**config.mk**
```make
export PLATFORM = sky130hd
export DESIGN_NAME = mix_tree_sequencer
export DESIGN_NICKNAME = d
export VERILOG_FILES = /design/src/rtl/mfda_seq_pkg.sv /design/src/rtl/mix_tree_sequencer_dwell_timer.sv /design/src/rtl/mix_tree_sequencer.sv
export SDC_FILE = /design/constraint.sdc
export NUM_CORES = 1
export LEC_CHECK = 0
export BUFFER_PORTS_ARGS = -buffer_cell sky130_fd_sc_hd__buf_2
export CORE_AREA = 3 3 83 85
export CTS_BUF_LIST = sky130_fd_sc_hd__clkbuf_8 sky130_fd_sc_hd__clkbuf_16
export DETAILED_ROUTE_END_ITERATION = 10
export DIE_AREA = 0 0 86 88
export PLACE_DENSITY = 0.76
export SETUP_SLACK_MARGIN = 0.1
export SYNTH_ARGS = -nofsm -noshare
export SYNTH_HDL_FRONTEND = slang
export SYNTH_SLANG_ARGS = --single-unit
```
**constraint.sdc**
```tcl
create_clock -name clk -period 10.75 [get_ports clk]
set_clock_uncertainty 0.1 [all_clocks]
set_input_delay 0 -clock clk [delete_from_list [all_inputs] [get_ports clk]]
set_output_delay 0 -clock clk [all_outputs]
set_load 0.1 [all_outputs]
```
**src/rtl/mfda_seq_pkg.sv**
```systemverilog
// Shared types and tree-geometry helpers for the mixing-tree valve sequencer.
package mfda_seq_pkg;

    typedef enum logic [1:0] {
        IDLE  = 2'd0,
        FILL  = 2'd1,
        MIX   = 2'd2,
        DRAIN = 2'd3
    } seq_state_t;

    function automatic int levels(input int n_leaf);
        return $clog2(n_leaf);
    endfunction

    // Heap level lvl spans nodes n_leaf>>(lvl+1) .. (n_leaf>>lvl)-1.
    function automatic logic node_in_level(input int n_leaf, input int lvl, input int node);
        return (node >= (n_leaf >> (lvl + 1))) && (node <= ((n_leaf >> lvl) - 1));
    endfunction

endpackage

```
**src/rtl/mix_tree_sequencer_dwell_timer.sv**
```systemverilog
// Phase dwell down-counter: load with (cycles - 1), expire while the count is zero.
module dwell_timer #(
    parameter int CNT_W = 16
) (
    input  logic             clk,
    input  logic             rst,
    input  logic             load,
    input  logic [CNT_W-1:0] load_val,
    output logic             expire
);

    logic [CNT_W-1:0] cnt_q;

    always_ff @(posedge clk) begin
        if (rst)
            cnt_q <= '0;
        else if (load)
            cnt_q <= load_val;
        else if (cnt_q != '0)
            cnt_q <= cnt_q - CNT_W'(1);
    end

    assign expire = (cnt_q == '0);

endmodule

```
**src/rtl/mix_tree_sequencer.sv**
```systemverilog
// Valve sequencer for a binary mixing tree: timed fill, level-by-level mix, drain.
// state | meaning
// IDLE  | waiting for start; done/aborted/err pulses appear here
// FILL  | leaf inlet valves open for the latched mask
// MIX   | active mixers of the current level open
// DRAIN | outlet valve open
module mix_tree_sequencer
    import mfda_seq_pkg::*;
#(
    parameter int N_LEAF       = 16,
    parameter int FILL_CYCLES  = 4,
    parameter int MIX_CYCLES   = 8,
    parameter int DRAIN_CYCLES = 2,
    parameter int CNT_W        = 16
) (
    input  logic                         clk,
    input  logic                         rst,
    input  logic                         start,
    input  logic                         abort,
    input  logic [N_LEAF-1:0]            leaf_mask,
    output logic [N_LEAF-1:0]            fill_valve,
    output logic [N_LEAF-2:0]            mix_valve,
    output logic                         out_valve,
    output logic [levels(N_LEAF)-1:0]    level,
    output logic                         busy,
    output logic                         done,
    output logic                         aborted,
    output logic                         err
);

    localparam int LW = levels(N_LEAF);
    localparam logic [LW-1:0] LAST_LEVEL = LW'(levels(N_LEAF) - 1);

    seq_state_t        state_q, state_d;
    logic [LW-1:0]     level_d;
    logic [N_LEAF-1:0] mask_q, mask_d;
    logic              tmr_load, tmr_expire;
    logic [CNT_W-1:0]  tmr_val;
    logic              done_d, aborted_d, err_d;
    logic [N_LEAF-2:0] lvl_mask;
    logic [2*N_LEAF-1:1] act;

    dwell_timer #(.CNT_W(CNT_W)) u_timer (
        .clk      (clk),
        .rst      (rst),
        .load     (tmr_load),
        .load_val (tmr_val),
        .expire   (tmr_expire)
    );

    // A node is active when any leaf beneath it is enabled.
    assign act[2*N_LEAF-1:N_LEAF] = mask_q;
    for (genvar i = 1; i < N_LEAF; i++) begin : g_act
        assign act[i] = act[2*i] | act[2*i+1];
    end

    always_comb begin
        lvl_mask = '0;
        for (int i = 1; i < N_LEAF; i++)
            lvl_mask[i-1] = act[i] & node_in_level(N_LEAF, int'(level_d), i);
    end

    always_comb begin
        state_d   = state_q;
        level_d   = level;
        mask_d    = mask_q;
        tmr_load  = 1'b0;
        tmr_val   = '0;
        done_d    = 1'b0;
        aborted_d = 1'b0;
        err_d     = 1'b0;
        if (state_q == IDLE) begin
            if (start && leaf_mask != '0) begin
                mask_d   = leaf_mask;
                state_d  = FILL;
                tmr_load = 1'b1;
                tmr_val  = CNT_W'(FILL_CYCLES - 1);
            end else if (start) begin
                err_d = 1'b1;
            end
        end else if (abort) begin
            state_d   = IDLE;
            level_d   = '0;
            aborted_d = 1'b1;
        end else if (tmr_expire) begin
            tmr_load = 1'b1;
            case (state_q)
                FILL: begin
                    state_d = MIX;
                    level_d = '0;
                    tmr_val = CNT_W'(MIX_CYCLES - 1);
                end
                MIX: begin
                    if (level == LAST_LEVEL) begin
                        state_d = DRAIN;
                        level_d = '0;
                        tmr_val = CNT_W'(DRAIN_CYCLES - 1);
                    end else begin
                        level_d = level + LW'(1);
                        tmr_val = CNT_W'(MIX_CYCLES - 1);
                    end
                end
                default: begin
                    state_d  = IDLE;
                    done_d   = 1'b1;
                    tmr_load = 1'b0;
                end
            endcase
        end
    end

    // Outputs are registered from the next state so they line up with the phase.
    always_ff @(posedge clk) begin
        if (rst) begin
            state_q    <= IDLE;
            level      <= '0;
            mask_q     <= '0;
            fill_valve <= '0;
            mix_valve  <= '0;
            out_valve  <= 1'b0;
            busy       <= 1'b0;
            done       <= 1'b0;
            aborted    <= 1'b0;
            err        <= 1'b0;
        end else begin
            state_q    <= state_d;
            level      <= level_d;
            mask_q     <= mask_d;
            fill_valve <= (state_d == FILL) ? mask_d : '0;
            mix_valve  <= (state_d == MIX) ? lvl_mask : '0;
            out_valve  <= (state_d == DRAIN);
            busy       <= (state_d != IDLE);
            done       <= done_d;
            aborted    <= aborted_d;
            err        <= err_d;
        end
    end

endmodule

```
==> results of run 1 <==
-- layer usage --
| metal | wire length [um] | global-route usage [%] |
|---|---|---|
| met1 | 3720 | 29.0 |
| met3 | 541 | 6.40 |
| met5 | 0 | 0 |
| met4 | 184 | 7.91 |
| met2 | 3760 | 36.2 |
-- synthesized netlist by cell type, types with 4 or more instances --
cell / instances / share of area [%]
dfxtp_1: 74 / 44
nor2b_1: 6 / 1.1
ha_1: 10 / 3.7
xor2_1: 7 / 1.8
a31oi_1: 5 / 0.92
mux2i_1: 16 / 4.7
nor2_1: 69 / 7.6
nor4_1: 14 / 2.6
and3_1: 4 / 0.74
a21oi_1: 15 / 2.2
o21ai_0: 11 / 1.6
xnor2_1: 6 / 1.6
nor3b_1: 4 / 0.89
or3_1: 4 / 0.74
nor3_1: 11 / 1.6
inv_1: 12 / 1.3
clkbuf_1: 10 / 1.1
nand2_1: 17 / 1.9
nand3_1: 8 / 1.2
-- sequential cells by signal (all words and copies together) (netlist names) --
| name | cells |
|---|---|
| u_timer.cnt_q | 16 |
| mask_q | 16 |
| state_q | 2 |
| busy | 1 |
| mix_valve | 15 |
| fill_valve | 16 |
| done | 1 |
| aborted | 1 |
| err | 1 |
| out_valve | 1 |
| level | 4 |
-- cell families (layout without fill, tap and decap cells) --
family	Yosys count	after routing
AND/OR/NAND/NOR	167	167
flip-flops	74	74
AO/OA/AOI/OAI	65	65
buffers and inverters	25	106
multiplexers	16	16
XOR/XNOR	13	13
adder cells (fa/ha/maj)	10	10
-- through the flow --
step / power (mW) / hold slack [ns] / util, % / std cells / setup WS (ns)
floorplan: 0.669 / -0.0118 / - / 370 / 6.32
global placement: 0.729 / 0.177 / 59.6 / 494 / 6.74
detailed placement: 0.732 / 0.186 / 59.6 / 494 / 6.56
CTS: 0.928 / 0.0257 / 65.3 / 528 / 6.52
global route: 0.989 / 0.0402 / 65.3 / 528 / 6.18
finish: 0.926 / 0.0486 / 65.3 / 528 / 6.49
-- area by class of cell --
class                           count  area (um2)
Sequential cell                    74        1480
Inverter                           12        45.0
Clock inverter                      5        31.3
Clock buffer                       10         138
Timing Repair Buffer               79         493
Fill cell                         519        2180
Multi-Input combinational cell    271        1810
Tap cell                           77        96.3
-- power by group --
group          switching (mW)  internal [mW]
Combinational           0.252          0.132
Sequential             0.0375          0.314
Clock                   0.102         0.0879
Total                   0.392          0.534
-- final timing paths --
| kind | slack (ns) | depth (start not counted) | end |
|---|---|---|---|
| max reg2reg | 6.49 | 14 | mix_valve[5] |
| min | 0.05 | 2 | mask_q[14] |
| min reg2reg | 0.42 | 2 | u_timer.cnt_q[9] |
| max | 6.49 | 14 | mix_valve[5] |
==> out/metrics.yaml, run 1 <==
run_status:
  status: "complete, no violations"
clock_tree:
  numCtsBuffers: 9
  htree_levels: 3
  clkSlewWorstSetupHoldPaths_ns: 0.08
  clock_latency_ns: 0.34
  cts_tree: "built"
  ctsResizeCount: 0
  cts_setup_buffers: 0
  hold_buffers: 19
  clock-sinks: 74
  clockBufferDepth: 2
  cts_root_buf: "clkbuf_8"
power:
  power_density_nw_per_um2: 226
  vdd_ir_drop_max_uv: 194
  p_leak_nw: 1.74
finish:
  final_common_cell: "dfxtp_1"
  drive_gt1_share_pct: 21.5
  final_area_um2: 4100
  layout_common_cells: "dfxtp_1, nor2_1, buf_2"
  fin_nets: 477
  antenna_cells: 0
  syn_to_final_growth_pct: 20.9
logic_synthesis:
  ys.flop_type: "dfxtp_1"
  synth_area_per_cell_um2: 9.16
  synth_cell_types: 68
  synth_top_family_by_area: "simple AND/OR/NAND/NOR gates"
  synthSimpleGateAreaFrac_pct: 26.7
  synth_nets: 400
  synth.area.mux_share_pct: 4.72
  synth-compound-area-share_pct: 15.0
  synth_edf_count: 0
  async_reset_ff_share_pct: 0
  yosysWarningCount: 0
  synth_area_um2: 3390
  synth_fa_ha_area_share_pct: 3.69
  yosysSeqAreaShare_pct: 43.7
  yosys.area_share.xor_xnor_pct: 3.36
  syn_inst: 370
  synth.ff_latch_count: 74
timing:
  slew_headroom_pct: 41.4
  period_needed_ns: 4.26
  setup_viol: 0
  slew_violations: 0
  max_freq_mhz: 235
  finalCritPeriodShare_pct: 39.6
  setup_tns_ns: 0
  hold_viol: 0
  grt_setup_unrepaired: "no"
  worstMarginPinSlew_ns: 0.868
run:
  maxCapViolations: 0
min_path:
  hp-start: "rst"
  min_path_type: "input pin to register"
setup_path:
  critPathTopFamily: "compound AO/OA/AOI/OAI gates"
  critPathKind: "register to register"
  path_buf_inv: 1
  max_stage_delay_ns: 0.52
  critPathMaxFanout: 9
  critPathRequiredTime_ns: 10.95
  arrival_ns: 4.46
  crit_start: "level[0]"
  r2r_start: "level[0]"
  start_kind: "register"
  endpoint_kind: "register"
  crit_path_top_delay_cell: "dfxtp_1"
  path_cells: "ha_1 -> nor3b_1 -> nor3b_1 -> o311a_1 -> a221o_1 -> nor3b_1 -> inv_1 -> ha_1 -> o21a_1 -> ha_1 -> nand2b_1 -> nor3_1 -> a21boi_1 -> a32o_1"
detailed_routing:
  detail_route.wl_per_cell_um: 15.5
  wl_mm: 8.20
  drt_first_pass_iters: 4
  vias: 2992
  drc: 0
  ant_nets: 0
  vias_per_cell: 5.67
  first_iter_violations: 218
place:
  dp_hpwl_mm: 5.80
  place.gp.congestion: 0.892
  place_area_um2: 3740
  portBuffers: 59
global_route:
  grt_first_pass_wirelength_mm: 13.4
  grt.total_usage_pct: 22.5
  gr-total-overflow: 0
  grt_pass1_vias: 2805
  grt_start_max_net_pins: 32
  antenna_found_initial: 0
floorplanning:
  rows: 29
  fp.coreArea_um2: 6280
  io_pins: 60
  dieWidth_um: 86
  start_util_pct: 54.0
  chipHeight_um: 88
  die_area_um2: 7570
Note: power is estimated with default switching activity, not from simulation.
==> inputs of run 2 (changes only) <==
--- a/config.mk
+++ b/config.mk
@@ -6,11 +6,11 @@
 export NUM_CORES = 1
 export LEC_CHECK = 0
 export BUFFER_PORTS_ARGS = -buffer_cell sky130_fd_sc_hd__buf_2
-export CORE_AREA = 3 3 83 85
+export CORE_AREA = 3 3 87 89
 export CTS_BUF_LIST = sky130_fd_sc_hd__clkbuf_8 sky130_fd_sc_hd__clkbuf_16
 export DETAILED_ROUTE_END_ITERATION = 10
-export DIE_AREA = 0 0 86 88
-export PLACE_DENSITY = 0.76
+export DIE_AREA = 0 0 90 92
+export PLACE_DENSITY = 0.73
 export SETUP_SLACK_MARGIN = 0.1
 export SYNTH_ARGS = -nofsm -noshare
 export SYNTH_HDL_FRONTEND = slang
==> constraint.sdc (replaced) <==
create_clock -name clk -period 3.65 [get_ports clk]
set_clock_uncertainty 0.1 [all_clocks]
set_input_delay 0 -clock clk [delete_from_list [all_inputs] [get_ports clk]]
set_output_delay 0 -clock clk [all_outputs]
set_load 0.1 [all_outputs]
==> out/metrics.yaml, run 2 (synthesis results as in run 1) <==
detailed_routing:
  first_iter_violations: 142
  ant_nets: 0
  wl_mm: 9.03
  detail_route.wl_per_cell_um: 15.8
  vias: 3159
  vias_per_cell: 5.52
  drc: 0
  drt_first_pass_iters: 5
timing:
  worstMarginPinSlew_ns: 0.758
  setup_viol: 0
  setup_tns_ns: 0
  finalCritPeriodShare_pct: 94.8
  period_needed_ns: 3.46
  whs_ns: 0.0521
  slew_headroom_pct: 48.8
  max_freq_mhz: 289
  hold_viol: 0
  slew_violations: 0
clock_tree:
  numCtsBuffers: 9
  clock-sinks: 74
  clkSlewWorstSetupHoldPaths_ns: 0.09
  cts_tree: "built"
  htree_levels: 3
  clock_latency_ns: 0.35
  clockBufferDepth: 2
  cts_root_buf: "clkbuf_8"
power:
  power_density_nw_per_um2: 698
  pwr-share-seq_pct: 33.3
  vdd_ir_drop_max_uv: 364
  p_leak_nw: 1.88
  total_power_mw: 3.12
  clockPowerShare_pct: 21.5
  p_int_mw: 1.85
  p_switching_mw: 1.28
  pwr-share-comb_pct: 45.2
  swShare_pct: 40.9
floorplanning:
  fp.coreArea_um2: 6830
  die_area_um2: 8280
  io_pins: 60
  start_util_pct: 49.6
  chipHeight_um: 92
  rows: 30
  dieWidth_um: 90
finish:
  stdcell_count: 572
  fin_nets: 501
  nFillCells: 572
  post-route-util_pct: 65.5
  syn_to_final_growth_pct: 32.0
  final_common_cell: "nor2_1"
  reg_top3: "fill_valve (16), mask_q (16), u_timer.cnt_q (16)"
  layout_common_cells: "nor2_1, dfxtp_1, buf_2"
  drive_gt1_share_pct: 30.5
  antenna_cells: 0
global_route:
  grt_pass1_vias: 2962
  grt.total_usage_pct: 21.5
  gr-total-overflow: 0
  grt_start_max_net_pins: 32
  grt_first_pass_wirelength_mm: 14.5
  antenna_found_initial: 0
setup_path:
  path_cells: "nor4_4 -> nand4_4 -> o311a_1 -> a221o_1 -> nor3b_2 -> inv_1 -> ha_2 -> o21a_1 -> ha_4 -> nand2b_4 -> nor3_4 -> a21boi_4 -> a32o_1"
  crit_path_top_delay_cell: "nor4_4"
  arrival_ns: 3.66
  reg2regPathDepth: 13
  critPathRequiredTime_ns: 3.85
  critPathKind: "register to register"
  reg2reg_setup_slack_ns: 0.19
  start_kind: "register"
  r2r_start: "u_timer.cnt_q[4]"
  max_stage_delay_ns: 0.44
  r2r-end: "mix_valve[5]"
  endpoint_kind: "register"
  critPathMaxFanout: 5
place:
  dp_hpwl_mm: 6.32
  portBuffers: 59
  place.gp.congestion: 0.917
  dp_cells: 530
min_path:
  min_path_type: "input pin to register"
  holdPathEnd: "mask_q[11]"
  hold_path_depth: 2
  hp-start: "rst"
run_status:
  status: "complete, no violations"
run:
  maxCapViolations: 0
run 2: cell count changes in the layout (fill, tap and decap cells not counted), moves of 2 or more:
cell      previous run  this run
clkinv_2             3         0
ha_1                10         6
dfxtp_1             74        68
inv_6                0         2
buf_4                1        26
dfxtp_4              0         3
ha_4                 0         3
dfxtp_2              0         3
nor3b_1              4         2
run 2: metal layers:
| metal | global-route usage, % | wire, um | part of all wire [%] |
|---|---|---|---|
| met5 | 0 | 0 | 0 |
| met3 | 4.10 | 452 | 5.0 |
| met4 | 7.78 | 160 | 1.8 |
| met1 | 28.5 | 4100 | 45 |
| met2 | 35.1 | 4320 | 48 |
run 2: power groups by stage:
stage	sequential (mW)	combinational (mW)	clock, mW
floorplan	1.13	0.839	0
global placement	1.05	1.19	0
detailed placement	1.05	1.20	0
CTS	1.03	1.25	0.679
global route	1.06	1.56	0.709
finish	1.04	1.41	0.671
run 2: worst max-delay path: cells and delay by family, from the launching register on:
kind	cells	cell delay, ns
AO/OA/AOI/OAI	5	1.20
adder cells (fa/ha/maj)	2	0.47
buffers and inverters	1	0.11
flip-flops	1	0.35
AND/OR/NAND/NOR	5	1.19
run 2: layout make-up:
cell class              count  area [um2]  share of cell area, %
multi-input cells         271        1930                   43.2
flip-flops and latches     74        1500                   33.4
repair buffers            103         671                   15.0
clock buffers              10         138                   3.08
well taps                  96         120                   2.68
clock inverters             6        72.6                   1.62
inverters                  12        45.0                   1.01
run 2: worst max-delay path by stage:
stage / slack [ns] / cells after the start / start / to
global placement: 0.21 / 14 / state_q[1] / mix_valve[1]
global route: -0.003 / 14 / u_timer.cnt_q[4] / mix_valve[5]
detailed placement: 0.07 / 14 / state_q[1] / mix_valve[5]
CTS: 0.09 / 14 / state_q[1] / mix_valve[5]
finish: 0.19 / 13 / u_timer.cnt_q[4] / mix_valve[5]
floorplan: 0.11 / 14 / level[0] / mix_valve[9]
run 2: repair_timing:
item / 4_1_cts / 5_1_grt
pin swaps: 1 / 6
buffers inserted: 1 / 7
endpoints found under the hold margin: 34 / 0
endpoints found under the setup margin: 7 / 14
hold buffers: 18 / 0
resized for setup: 2 / 16
run 2: per-stage QoR:
step | instance area (um2) | setup WS [ns]
6_report | 4480 | 0.189
5_1_grt | 4480 | -0.00288
2_1_floorplan | 3430 | 0.110
3_5_place_dp | 3940 | 0.0658
4_1_cts | 4340 | 0.0944
3_3_place_gp | 3940 | 0.208
==> inputs of run 3 (changes only) <==
--- a/config.mk
+++ b/config.mk
@@ -10,7 +10,7 @@
 export CTS_BUF_LIST = sky130_fd_sc_hd__clkbuf_8 sky130_fd_sc_hd__clkbuf_16
 export DETAILED_ROUTE_END_ITERATION = 10
 export DIE_AREA = 0 0 90 92
-export PLACE_DENSITY = 0.73
+export PLACE_DENSITY = 0.74
 export SETUP_SLACK_MARGIN = 0.1
 export SYNTH_ARGS = -nofsm -noshare
 export SYNTH_HDL_FRONTEND = slang
==> out/metrics.yaml, run 3 (synthesis results as in run 1) <==
floorplanning:
  fp.coreArea_um2: 6830
  io_pins: 60
  rows: 30
  die_area_um2: 8280
  chipHeight_um: 92
  dieWidth_um: 90
  start_util_pct: 49.6
detailed_routing:
  drc: 0
  wirelength_met1_mm: 4.05
  highest_layer: "met4"
  ant_nets: 0
  dr_wl_met2_mm: 4.25
  wl_mm: 8.92
  vias_per_cell: 5.37
  drt_first_pass_iters: 4
  detail_route.wl_per_cell_um: 15.5
  first_iter_violations: 190
  wl_met3_um: 519
  vias: 3090
clock_tree:
  clock-sinks: 74
  clkSlewWorstSetupHoldPaths_ns: 0.09
  cts_root_buf: "clkbuf_8"
  cts_tree: "built"
  htree_levels: 3
  numCtsBuffers: 9
  clockBufferDepth: 2
  clock_latency_ns: 0.36
finish:
  stdcell_count: 575
  reg_top3: "fill_valve (16), mask_q (16), u_timer.cnt_q (16)"
  drive_gt1_share_pct: 30.9
  layout_common_cells: "nor2_1, dfxtp_1, buf_2"
  nFillCells: 571
  fin_nets: 504
  antenna_cells: 0
  final_common_cell: "nor2_1"
  syn_to_final_growth_pct: 33.1
global_route:
  grt_pass1_vias: 2965
  antenna_found_initial: 0
  grt_first_pass_wirelength_mm: 14.3
  grt_start_max_net_pins: 32
  gr-total-overflow: 0
  grt.total_usage_pct: 21.6
setup_path:
  endpoint_kind: "register"
  start_kind: "register"
  critPathMaxFanout: 6
  critPathRequiredTime_ns: 3.86
  critPathKind: "register to register"
  arrival_ns: 3.58
timing:
  period_needed_ns: 3.38
  whs_ns: 0.0512
  hold_viol: 0
  slew_violations: 0
  slew_headroom_pct: 46.7
  setup_tns_ns: 0
  setup_viol: 0
  grt_setup_unrepaired: "no"
  max_freq_mhz: 296
  worstMarginPinSlew_ns: 0.789
  finalCritPeriodShare_pct: 92.5
power:
  p_leak_nw: 1.92
  vdd_ir_drop_max_uv: 439
  power_density_nw_per_um2: 695
  total_power_mw: 3.14
place:
  dp_hpwl_mm: 6.14
  portBuffers: 59
  dp_cells: 530
  place.gp.congestion: 0.893
min_path:
  min_path_type: "input pin to register"
run:
  maxCapViolations: 0
run_status:
  status: "complete, no violations"
## run 3: timing repair
item | CTS | global route
hold endpoints to repair | 34 | 0
hold buffers | 18 | 0
endpoints found under the setup margin | 2 | 14
buffers inserted | 0 | 11
gates resized for setup | 1 | 20
pin swaps | 0 | 7
## run 3: through the flow
stage	area [um2]	setup WS (ns)	utilization [%]
5_1_grt	4510	0.0909	66.1
2_1_floorplan	3430	0.110	-
3_5_place_dp	3940	0.0894	57.6
4_1_cts	4330	0.130	63.3
6_report	4510	0.274	66.1
3_3_place_gp	3940	0.162	57.6
## run 3: area by class of cell
| type | count | area, um2 | share of cell area, % |
|---|---|---|---|
| timing repair buffer | 106 | 693 | 15.4 |
| inverter | 12 | 45.0 | 0.998 |
| sequential | 74 | 1500 | 33.2 |
| clock inverter | 6 | 71.3 | 1.58 |
| tap | 96 | 120 | 2.66 |
| clock buffer | 10 | 138 | 3.05 |
| multi-input combinational | 271 | 1950 | 43.2 |
## run 3: layer usage
metal / up-vias / global-route usage [%]
li1: 1549 / -
met1: 1440 / 28.3
met2: 92 / 34.8
met3: 9 / 4.84
met4: 0 / 7.91
met5: - / 0
## run 3: final timing paths
| check | startpoint | to | slack, ns | depth (start not counted) |
|---|---|---|---|---|
| max | level[0] | mix_valve[5] | 0.27 | 14 |
| min | rst | level[0] | 0.05 | 2 |
| max reg2reg | level[0] | mix_valve[5] | 0.27 | 14 |
| min reg2reg | u_timer.cnt_q[10] | u_timer.cnt_q[10] | 0.46 | 1 |
## run 3: report_power, final
part           leakage (nW)  switching, mW  internal [mW]  total, mW
clock                 0.108          0.331          0.342      0.673
combinational          1.20          0.832          0.580       1.41
sequential            0.607          0.127          0.924       1.05
total                  1.92           1.29           1.85       3.14
## run 3: worst max-delay path, cell delays in order, from the launching register on
cell      delay, ns
dfxtp_4        0.39
ha_4           0.16
or3b_2         0.50
nand4_1        0.13
nor3_1         0.06
a221o_1        0.34
nor3b_4        0.23
inv_1          0.09
ha_1           0.20
o21a_1         0.11
ha_1           0.31
nand2b_4       0.09
nor3_4         0.21
a21boi_4       0.23
a32o_1         0.17
